$ cat config.mk
export PLATFORM = sky130hd
export DESIGN_NAME = floatmul_operand_queue
export DESIGN_NICKNAME = d
export VERILOG_FILES = /design/src/rtl/floatmul_pkg.sv /design/src/rtl/floatmul_opq_fifo.sv /design/src/rtl/floatmul_operand_queue.sv
export SDC_FILE = /design/constraint.sdc
export NUM_CORES = 1
export LEC_CHECK = 0
export BUFFER_PORTS_ARGS = -buffer_cell sky130_fd_sc_hd__buf_2
export CAP_MARGIN = 20
export CORE_ASPECT_RATIO = 2
export CORE_MARGIN = 2
export CORE_UTILIZATION = 45
export DETAILED_ROUTE_END_ITERATION = 8
export PLACE_DENSITY = 0.68
export SLEW_MARGIN = 20
export SYNTH_ARGS = -nofsm -noshare
export SYNTH_HDL_FRONTEND = slang
export SYNTH_SLANG_ARGS = --single-unit
$ cat constraint.sdc
create_clock -name clk -period 4.89 [get_ports clk]
set_clock_uncertainty 0.15 [all_clocks]
set_input_delay 1.2225 -clock clk [delete_from_list [all_inputs] [get_ports clk]]
set_output_delay 1.2225 -clock clk [all_outputs]
set_load 0.02 [all_outputs]
$ cat src/rtl/floatmul_pkg.sv
// floatmul_pkg: shared float32 type and operand-queue helpers for floatmul
package floatmul_pkg;

   typedef struct packed {
      logic        sign;
      logic [7:0]  exp;
      logic [22:0] mant;
   } float32_t;

   localparam int FLOATMUL_OPQ_DEPTH_MAX = 16;

   function automatic logic is_subnormal(float32_t f);
      return (f.exp == 8'd0) && (f.mant != 23'd0);
   endfunction

endpackage

$ cat src/rtl/floatmul_opq_fifo.sv
// floatmul_opq_fifo: single-channel float32 FIFO with valid/ready push and pop and occupancy count
module floatmul_opq_fifo
   import floatmul_pkg::*;
#(
   parameter int DEPTH = 4,
   localparam int CNT_W = $clog2(DEPTH + 1),
   localparam int PTR_W = $clog2(DEPTH)
) (
   input  logic             clk,
   input  logic             rst,
   input  logic             push_valid,
   input  float32_t         push_data,
   output logic             push_ready,
   output logic             pop_valid,
   output float32_t         pop_data,
   input  logic             pop_ready,
   output logic [CNT_W-1:0] count
);

   float32_t         mem [DEPTH];
   logic [PTR_W-1:0] wptr, rptr;
   logic             en;
   logic             push, pop;

   // en keeps push_ready low during reset and for the first edge after release
   assign push_ready = en && (count != CNT_W'(DEPTH));
   assign pop_valid  = count != '0;
   assign pop_data   = mem[rptr];
   assign push       = push_valid && push_ready;
   assign pop        = pop_valid && pop_ready;

   // pointers wrap by explicit compare so DEPTH need not be a power of two
   always_ff @(posedge clk or negedge rst) begin
      if (!rst) begin
         en    <= 1'b0;
         wptr  <= '0;
         rptr  <= '0;
         count <= '0;
      end else begin
         en    <= 1'b1;
         if (push) wptr <= (wptr == PTR_W'(DEPTH - 1)) ? '0 : wptr + PTR_W'(1);
         if (pop) rptr <= (rptr == PTR_W'(DEPTH - 1)) ? '0 : rptr + PTR_W'(1);
         count <= count + CNT_W'(push) - CNT_W'(pop);
      end
   end

   // payload storage is deliberately left unreset
   always_ff @(posedge clk) begin
      if (push) mem[wptr] <= push_data;
   end

endmodule

$ cat src/rtl/floatmul_operand_queue.sv
// floatmul_operand_queue: independent A/B operand FIFOs feeding floatmul; optional FLOATMUL_OPQ_FTZ_EN flushes subnormals to signed zero
module floatmul_operand_queue
   import floatmul_pkg::*;
#(
   parameter int DEPTH = 4,
   localparam int CNT_W = $clog2(DEPTH + 1)
) (
   input  logic             clk,
   input  logic             rst,
   output logic             busy,
   input  logic             in_a_valid,
   input  float32_t         in_a_payload,
   output logic             in_a_ready,
   input  logic             in_b_valid,
   input  float32_t         in_b_payload,
   output logic             in_b_ready,
   output logic             a_valid,
   output float32_t         a_payload,
   input  logic             a_ready,
   output logic             b_valid,
   output float32_t         b_payload,
   input  logic             b_ready,
   output logic [CNT_W-1:0] a_count,
   output logic [CNT_W-1:0] b_count
);

   float32_t a_wr, b_wr;

`ifdef FLOATMUL_OPQ_FTZ_EN
   assign a_wr = is_subnormal(in_a_payload) ? '{sign: in_a_payload.sign, exp: 8'd0, mant: 23'd0} : in_a_payload;
   assign b_wr = is_subnormal(in_b_payload) ? '{sign: in_b_payload.sign, exp: 8'd0, mant: 23'd0} : in_b_payload;
`else
   assign a_wr = in_a_payload;
   assign b_wr = in_b_payload;
`endif

   assign busy = (a_count != '0) | (b_count != '0);

   floatmul_opq_fifo #(.DEPTH(DEPTH)) u_fifo_a (
      .clk        (clk),
      .rst        (rst),
      .push_valid (in_a_valid),
      .push_data  (a_wr),
      .push_ready (in_a_ready),
      .pop_valid  (a_valid),
      .pop_data   (a_payload),
      .pop_ready  (a_ready),
      .count      (a_count)
   );

   floatmul_opq_fifo #(.DEPTH(DEPTH)) u_fifo_b (
      .clk        (clk),
      .rst        (rst),
      .push_valid (in_b_valid),
      .push_data  (b_wr),
      .push_ready (in_b_ready),
      .pop_valid  (b_valid),
      .pop_data   (b_payload),
      .pop_ready  (b_ready),
      .count      (b_count)
   );

endmodule

Word-level counts from Yosys, hierarchy flattened
Memory sizes are Yosys's and may differ from the RTL's. Cells that the tools add are included.

$add $sub $neg: 8. Equality and inequality tests: 6. Mux-type cells: 8. Bitwise operators: 1. Reductions and logical operators: 8.

Operator list (count): $add A2 B1 Y2 const B (4); $eq A2 B2 Y1 const B (4); $mux W2 (4); $add A3 B1 Y3 (2); $logic_and A1 B1 Y1 (6); $ne A3 B3 Y1 const B (2); $reduce_bool A3 Y1 (2); $sub A3 B1 Y3 (2); $mux W1 (4); $or A1 B1 Y1 (1).

Register bits: 15. Bits in writable memories: 256. Input bits: 70. Output and inout port bits: 75. Word-level logic and storage cells: 40. Memories: 2.

Memories: u_fifo_a.mem (depth 4, width 32, read ports 1, clocked after Yosys merged registers in 0, wr ports 1, RTL line floatmul_opq_fifo.sv:20) `float32_t mem [DEPTH];`; u_fifo_b.mem (depth 4, width 32, read ports 1, clocked after Yosys merged registers in 0, wr ports 1, RTL line floatmul_opq_fifo.sv:20).

Logic depth before layout (Yosys ltp)
Gate-level depths: netlist (run 1).

Depth in word-level cells: 5. Mapped depth: 8. Depth with buffers taken out: 8.

Hierarchy
A second synthesis (run 1) with hierarchy kept.

Cells, all modules: 423. Area total of the unflattened synthesis: 10311.1 µm².

By module, submodules not included: floatmul_opq_fifo (instances 2, cells each 210, area each 5148.7 µm², sequential area each 4043.9 µm²); floatmul_operand_queue (instances 1, cells each 3, area each 13.8 µm², sequential area each 0.0 µm²).

Worst setup path before layout (run 1)
Ideal clock, no wire load.

Kind: input port to flip-flop. Start: input port in_a_valid. End: memory u_fifo_a.mem[3][0] (netlist name), enable pin. Library setup time: 0.392 ns. Arrival time: 2.319 ns. Data required time: 4.348 ns. Setup slack: 2.029 ns. Cell stages on the path: 3. Path buffers: 0. Path through: nand2_1 > a21oi_2 > and2_1.

Cells in the longest elaborated chain, start to end: 3.

Ends and longest elaborated chain: start, declared (RTL line floatmul_operand_queue.sv:11) `input logic in_a_valid,`; $logic_and A1 B1 Y1 (RTL line floatmul_opq_fifo.sv:29) `assign push = push_valid && push_ready;`; via u_fifo_a.push (RTL line floatmul_opq_fifo.sv:23) `logic push, pop;`; $mux W1 (RTL line floatmul_opq_fifo.sv:49) `if (push) mem[wptr] <= push_data;`; $mux W1 (not written as such) (RTL line floatmul_opq_fifo.sv:49); end, declared (RTL line floatmul_opq_fifo.sv:20).

The timed path passes the listed nets, and every way through them passes these cells.

==> flow_metrics.tcl, run 1 <==
set metrics [dict create \
    synth_async_sr_flop_share_pct 5.54 \
    synth_area_leaders "edfxtp_1, mux4_2, dfrtp_1, mux4_1, ha_1" \
    hp_class "reg2reg" \
    synth_enable_flop_cells 256 \
    synthFlopType "edfxtp_1" \
    worst_max_slew_pin_slew_ps 895 \
    yosysWarnings 0 \
    numClockSinks 271 \
    final_antenna_net_count 0 \
    routabilityCongestion 0.722 \
    worst_slew_margin_rel_pct 40.3 \
    synth.avg_cell_area_um2 24.5 \
    pwr_density_mw_per_mm2 577 \
    area_occupied_by_multi_input_gates_mm2 0.00198 \
    floorplan.rows 78 \
    rr_worst_depth 8 \
    report.final.setup_viol 0 \
    use_met3_pct 2.97 \
    postCtsResizedCells 0 \
    routed_wl_mm 18.0 \
    synth_top_family_by_area "multiplexers" \
    holdCritStartpoint "u_fifo_a.rptr[1]$_DFFE_PN0P_" \
    first_pass_iters 4 \
    seq_area_frac_synth_pct 78.5 \
    ff2ff_setup_slack_ps 2530 \
    synth_common_cells "edfxtp_1, mux4_2, dfrtp_1, ha_1, inv_1" \
    min_tclk_post_route_ps 3720 \
    floorplan.core_area_mm2 0.0225 \
    clock_buffers_created_by_tritoncts 24 \
    cell_area_synth_mm2 0.0103 \
    portion_of_synthesized_cell_area_occupied_by_the_leading_cell_type_pct 74.8 \
    grt_usage_pct 15.0 \
    grt_pass1_wl_mm 28.1 \
    ys_seq_elements 271 \
    drt_iter0_drc 171 \
    ctsRootBufferMaster "clkbuf_16" \
    postcts_setup_bufs 0 \
    nFillCells 1695 \
    worstSkewPairLatency_ps 520 \
    synth_largest_area_cell "edfxtp_1" \
    crit-reg2reg-launch "u_fifo_b.count[1]$_DFF_PN0_" \
    clk_slew_on_worst_s_h_paths_ps 60 \
    synth.distinct_cells 24 \
    cts_tree "done" \
    grt_antenna_before_repair 1 \
    rsz0062_at_grt "no" \
    port-buffer-count 144 \
    yosys.cell_count.top_type "edfxtp_1" \
    start_util_pct 45.6 \
    regToRegEndpoint "u_fifo_b.count[2]$_DFF_PN0_" \
    cp_data_required_time_ps 3520 \
    synth_fa_ha_area_share_pct 2.10 \
    synthSimpleGateAreaFrac_pct 1.18 \
    ctsHtreeMaxLevel 1 \
    total_negative_slack_for_setup_checks_ps 0 \
    detail_route.drc_violations 0 \
    share_of_the_synthesized_area_in_compound_gates_ao_oa_aoi_oai_pct 0.390 \
    holdPathEnd "u_fifo_a.rptr[1]$_DFFE_PN0P_" \
    num_io_pins 145 \
    route.detailed.wl_per_inst_um 20.4 \
    outcome "finished, final reports clean" \
    crit_path_max_incr_delay_ps 790 \
    fin_total_pwr_w 0.00693 \
    detailedPlacementHpwl_mm 11.8 \
    busiest_layer "met2" \
    min_path_cells 1 \
    setup.worst_path.start_class "flop" \
    netlist_instances 419 \
    achievable-frequency_ghz 0.269 \
    drive_above_1_share_pct 44.2 \
    final.period_utilization_pct 76.1 \
    clock_path_buffers 3 \
    timing.critical_path.to_type "output port" \
    cts_hold_buf 0 \
    mappedNetlistNets 505 \
    hold_viol 0 \
    crit_slowest_cell "dfrtp_2" \
    critical_path_peak_fanout 21 \
    area.growth.synth_to_final_pct 16.9 \
    pin_count_of_the_biggest_net_entering_global_routing 36 \
    vias_post_dr 4686 \
    grt_use_met2_pct 29.0 \
    drt-vias-per-instance 5.33 \
    critical_path_class "reg2out" \
    irDropWorstVdd_uv 510 \
    crit_arrival_ps 2350 \
    muxShareOfSynthArea_pct 15.2 \
    total_gr_overflow 0 \
    floorplan.die_area_mm2 0.0241 \
    synthXorXnorAreaFrac_pct 0.341 \
    crit_path_cell_trace "buf_4 > mux4_2 > buf_2" \
    leakage_nw 4.21 \
    maxSlewViolCount 0 \
    met1_usage_pct 15.9 \
    sequential_cell_area_mm2 0.00807 \
    die_w_um 111 \
    via_count_of_the_first_global_routing_pass 5236 \
    floorplan.die.height_um 218 \
    num-nets-final 667 \
    cap_viol_max_count 0 \
    final_core_util_pct 53.2 \
]
[final cells by class]
class / count / share of cell area (%)
Clock inverter: 12 / 0.803
Multi-Input combinational cell: 118 / 16.5
Inverter: 14 / 0.438
Tap cell: 280 / 2.92
Clock buffer: 32 / 5.60
Sequential cell: 271 / 67.2
Antenna cell: 1 / 0.0208
Timing Repair Buffer: 152 / 6.50
[worst max path at each step]
stage	start	to	cells after the start
after floorplan	in_a_valid	u_fifo_a.mem[3][0]$_DFFE_PP_	3
after global placement	u_fifo_a.rptr[0]$_DFFE_PN0P_	a_payload[25]	2
after detailed placement	u_fifo_a.rptr[0]$_DFFE_PN0P_	a_payload[22]	2
after CTS	u_fifo_a.rptr[0]$_DFFE_PN0P_	a_payload[22]	2
after global routing	u_fifo_b.rptr[0]$_DFFE_PN0P_	b_payload[26]	3
final	u_fifo_b.rptr[0]$_DFFE_PN0P_	b_payload[15]	3
[power breakdown]
group | leakage [nW] | total (W) | switching [W] | internal, W
registers | 2.50 | 0.00309 | 0.000235 | 0.00285
clock network | 0.368 | 0.00182 | 0.000801 | 0.00102
logic | 1.35 | 0.00202 | 0.00112 | 0.000894
[sequential cells by signal, indices dropped and copies added, names as in the netlist]
name and count:
u_fifo_a.count 3, u_fifo_b.mem 128, u_fifo_b.count 3, u_fifo_a.rptr 2, u_fifo_a.mem 128, u_fifo_a.wptr 2
u_fifo_b.en 1, u_fifo_b.wptr 2, u_fifo_b.rptr 2
[cells in the final DEF (no fill, tap or decap)]
| cell | Yosys | final |
|---|---|---|
| ha_1 | 14 | 14 |
| nor2_1 | 6 | 6 |
| bufinv_16 | 0 | 1 |
| clkinvlp_4 | 0 | 3 |
| dfrtp_4 | 0 | 1 |
| buf_2 | 6 | 144 |
| buf_4 | 0 | 8 |
| or2_2 | 1 | 1 |
| edfxtp_1 | 256 | 256 |
| a21oi_2 | 1 | 1 |
| fa_1 | 2 | 2 |
| xor2_1 | 2 | 2 |
| and2_1 | 8 | 4 |
| inv_1 | 14 | 14 |
| clkinv_1 | 0 | 3 |
| dfrtp_1 | 15 | 13 |
| clkinv_4 | 0 | 2 |
| or3_4 | 2 | 2 |
| and2_2 | 0 | 4 |
| conb_1 | 1 | 1 |
| clkbuf_1 | 2 | 5 |
| clkbuf_16 | 0 | 25 |
| clkinv_2 | 0 | 3 |
| nand2_1 | 2 | 2 |
| clkbuf_8 | 0 | 2 |
| a21oi_4 | 1 | 1 |
| nand2_2 | 2 | 2 |
| mux4_2 | 56 | 56 |
| mux4_1 | 8 | 8 |
| diode_2 | 0 | 1 |
| dfrtp_2 | 0 | 1 |
| mux2_2 | 8 | 8 |
| a21boi_0 | 2 | 2 |
| xnor2_1 | 2 | 2 |
[worst max-delay path, delay by kind of cell (launching register included)]
family	cells	cell delay, ps
muxes	1	530
DFF	1	790
buffers and inverters	2	500
[metrics by stage]
step | hold slack (ps) | instances | setup slack (ps) | instance area (um^2)
floorplan | 384 | 419 | 2030 | 10300
global placement | 365 | 835 | 1550 | 11200
detailed placement | 391 | 835 | 1510 | 11200
CTS | 405 | 879 | 955 | 12000
global route | 440 | 879 | 1020 | 12000
finish | 405 | 880 | 1170 | 12000
[cell families (layout without fill, tap and decap cells)]
group                    count (synthesis)  in the layout
multiplexers                            72             72
buffers and inverters                   30            210
flip-flops                             271            271
other                                    1              2
AO/OA/AOI/OAI                            4              4
AND/OR/NAND/NOR                         21             21
adder cells (fa/ha/maj)                 16             16
XOR/XNOR                                 4              4
[routing by layer]
| layer | up-vias | wire length, um |
|---|---|---|
| li1 | 2069 | - |
| met1 | 2425 | 6450 |
| met2 | 164 | 10000 |
| met3 | 28 | 1080 |
| met4 | 0 | 429 |
| met5 | - | 0 |
No activity file was read; power rests on OpenSTA's default activity.
==> run 2: changes to the inputs <==
PLACE_DENSITY = 0.71   (was 0.68)
clock period = 3.4 ns   (was 4.89 ns; I/O delays follow)
==> run 2 against run 1 <==
- count of clock-buffer cells in the layout fell by 4
- worst hold slack got worse by 310 ps
- sequential power rose by 41%
- clock power rose by 39%
- sequential share of layout area fell by 0.14 points
- via count fell by 1.8%
- total power rose by 43%
- sequential cell count did not move
- routed wire length rose by 1.0%
- global-route usage rose by 0.16 points
- first-iteration DRC count rose by 38%
==> flow_metrics.tcl, run 2 (same netlist as run 1, synthesis figures left out) <==
set metrics [dict create \
    achievable-frequency_ghz 0.307 \
    drt-vias-per-instance 5.22 \
    hp_class "in2async" \
    outcome "finished, final reports clean" \
    critical_path_class "reg2out" \
    rsz0062_at_grt "no" \
    rr_worst_depth 8 \
    diodes 0 \
    use_met3_pct 3.22 \
    nFillCells 1697 \
    met1_usage_pct 16.3 \
    worst_max_slew_pin_slew_ps 619 \
    busiest_layer "met2" \
    cp_top_family "flip-flops" \
    final_antenna_net_count 0 \
    cp_data_required_time_ps 2400 \
    total_negative_slack_for_setup_checks_ps 0 \
    cap_viol_max_count 0 \
    die_w_um 111 \
    place_inst 840 \
    critPathBufInv 2 \
    clock_path_buffers 3 \
    crit_path_cell_trace "buf_12 > mux4_2 > buf_2" \
    total_gr_overflow 0 \
    crit_slowest_cell "dfrtp_2" \
    via_count_of_the_first_global_routing_pass 5186 \
    pwr_density_mw_per_mm2 826 \
    critical_path_peak_fanout 20 \
    irDropWorstVdd_uv 559 \
    cts_hold_buf 0 \
    crit_path_max_incr_delay_ps 770 \
    detail_route.drc_violations 0 \
    postCtsResizedCells 0 \
    detailedPlacementHpwl_mm 12.1 \
    most-common-layout-cells "edfxtp_1, buf_2, mux4_2" \
    leakage_nw 4.24 \
    clock_buffers_created_by_tritoncts 23 \
    grt_pass1_wl_mm 28.3 \
    instances_no_fill 881 \
    floorplan.core_area_mm2 0.0225 \
    worst_slew_margin_rel_pct 58.7 \
    ff2ff_setup_slack_ps 1060 \
    regToRegEndpoint "u_fifo_b.count[2]$_DFF_PN0_" \
    grt_antenna_before_repair 0 \
    area.growth.synth_to_final_pct 17.1 \
    drive_above_1_share_pct 44.9 \
    maxSlewViolCount 0 \
    routabilityCongestion 0.770 \
    floorplan.die_area_mm2 0.0241 \
    ctsHtreeMaxLevel 1 \
    mostFrequentLayoutCell "edfxtp_1" \
    num_io_pins 145 \
    crit_arrival_ps 2260 \
    route.detailed.wl_per_inst_um 20.6 \
    hold_viol 0 \
    timing.critical_path.to_type "output port" \
    postcts_setup_bufs 0 \
    report.final.setup_viol 0 \
    largest_regs "u_fifo_a.mem (128), u_fifo_b.mem (128)" \
    start_util_pct 45.6 \
    numClockSinks 271 \
    cts_tree "done" \
    grt_use_met2_pct 29.2 \
    worstSkewPairLatency_ps 510 \
    pin_count_of_the_biggest_net_entering_global_routing 35 \
    final.period_utilization_pct 95.9 \
    drt_iter0_drc 236 \
    floorplan.rows 78 \
    clk_slew_on_worst_s_h_paths_ps 70 \
    num-nets-final 671 \
    crit-reg2reg-launch "u_fifo_b.count[1]$_DFF_PN0_" \
    setup.worst_path.start_class "flop" \
    first_pass_iters 4 \
    grt_usage_pct 15.2 \
    min_tclk_post_route_ps 3260 \
    vias_post_dr 4602 \
    routed_wl_mm 18.2 \
    floorplan.die.height_um 218 \
    final_core_util_pct 53.3 \
    port-buffer-count 144 \
    ctsRootBufferMaster "clkbuf_16" \
]
==> run 2: area by class of cell <==
class	count	area [um^2]	area share, %
inverter	14	52.6	0.437
clock inverter	13	116	0.968
multi-input combinational	118	1980	16.5
clock buffer	28	614	5.11
tap	280	350	2.91
timing repair buffer	157	843	7.01
sequential	271	8070	67.1
==> run 2: metrics by stage <==
step	hold slack, ps	power (W)	instance area, um^2	setup slack, ps
3_5_place_dp	408	0.00754	11300	646
5_1_grt	104	0.0104	12000	3.63
4_1_cts	80.3	0.0101	12000	67.2
2_1_floorplan	384	0.00669	10300	911
3_3_place_gp	392	0.00745	11300	648
6_report	97.9	0.00994	12000	139
==> run 2: how the worst max path moves through the flow <==
stage | startpoint | slack, ps | to | depth (start not counted)
2_1_floorplan | in_a_valid | 910 | u_fifo_a.mem[3][0]$_DFFE_PP_ | 3
3_3_place_gp | u_fifo_b.rptr[0]$_DFFE_PN0P_ | 650 | b_payload[12] | 3
3_5_place_dp | u_fifo_b.rptr[0]$_DFFE_PN0P_ | 650 | b_payload[21] | 3
4_1_cts | u_fifo_b.rptr[0]$_DFFE_PN0P_ | 70 | b_payload[21] | 3
5_1_grt | u_fifo_b.rptr[0]$_DFFE_PN0P_ | 4 | b_payload[21] | 3
6_report | u_fifo_b.rptr[0]$_DFFE_PN0P_ | 140 | b_payload[12] | 3
==> run 2: routing by layer <==
layer  routed length [um]  up-vias
met5                    0        -
met4                  303        0
met3                 1150       24
met2                10300      162
met1                 6410     2349
li1                     -     2067
==> run 2: power breakdown <==
| part | leakage (nW) | internal (W) | switching (W) | total [W] |
|---|---|---|---|---|
| combinational | 1.38 | 0.00133 | 0.00171 | 0.00305 |
| clock | 0.358 | 0.00144 | 0.00109 | 0.00253 |
| sequential | 2.50 | 0.00410 | 0.000259 | 0.00436 |
| total | 4.24 | 0.00687 | 0.00307 | 0.00994 |
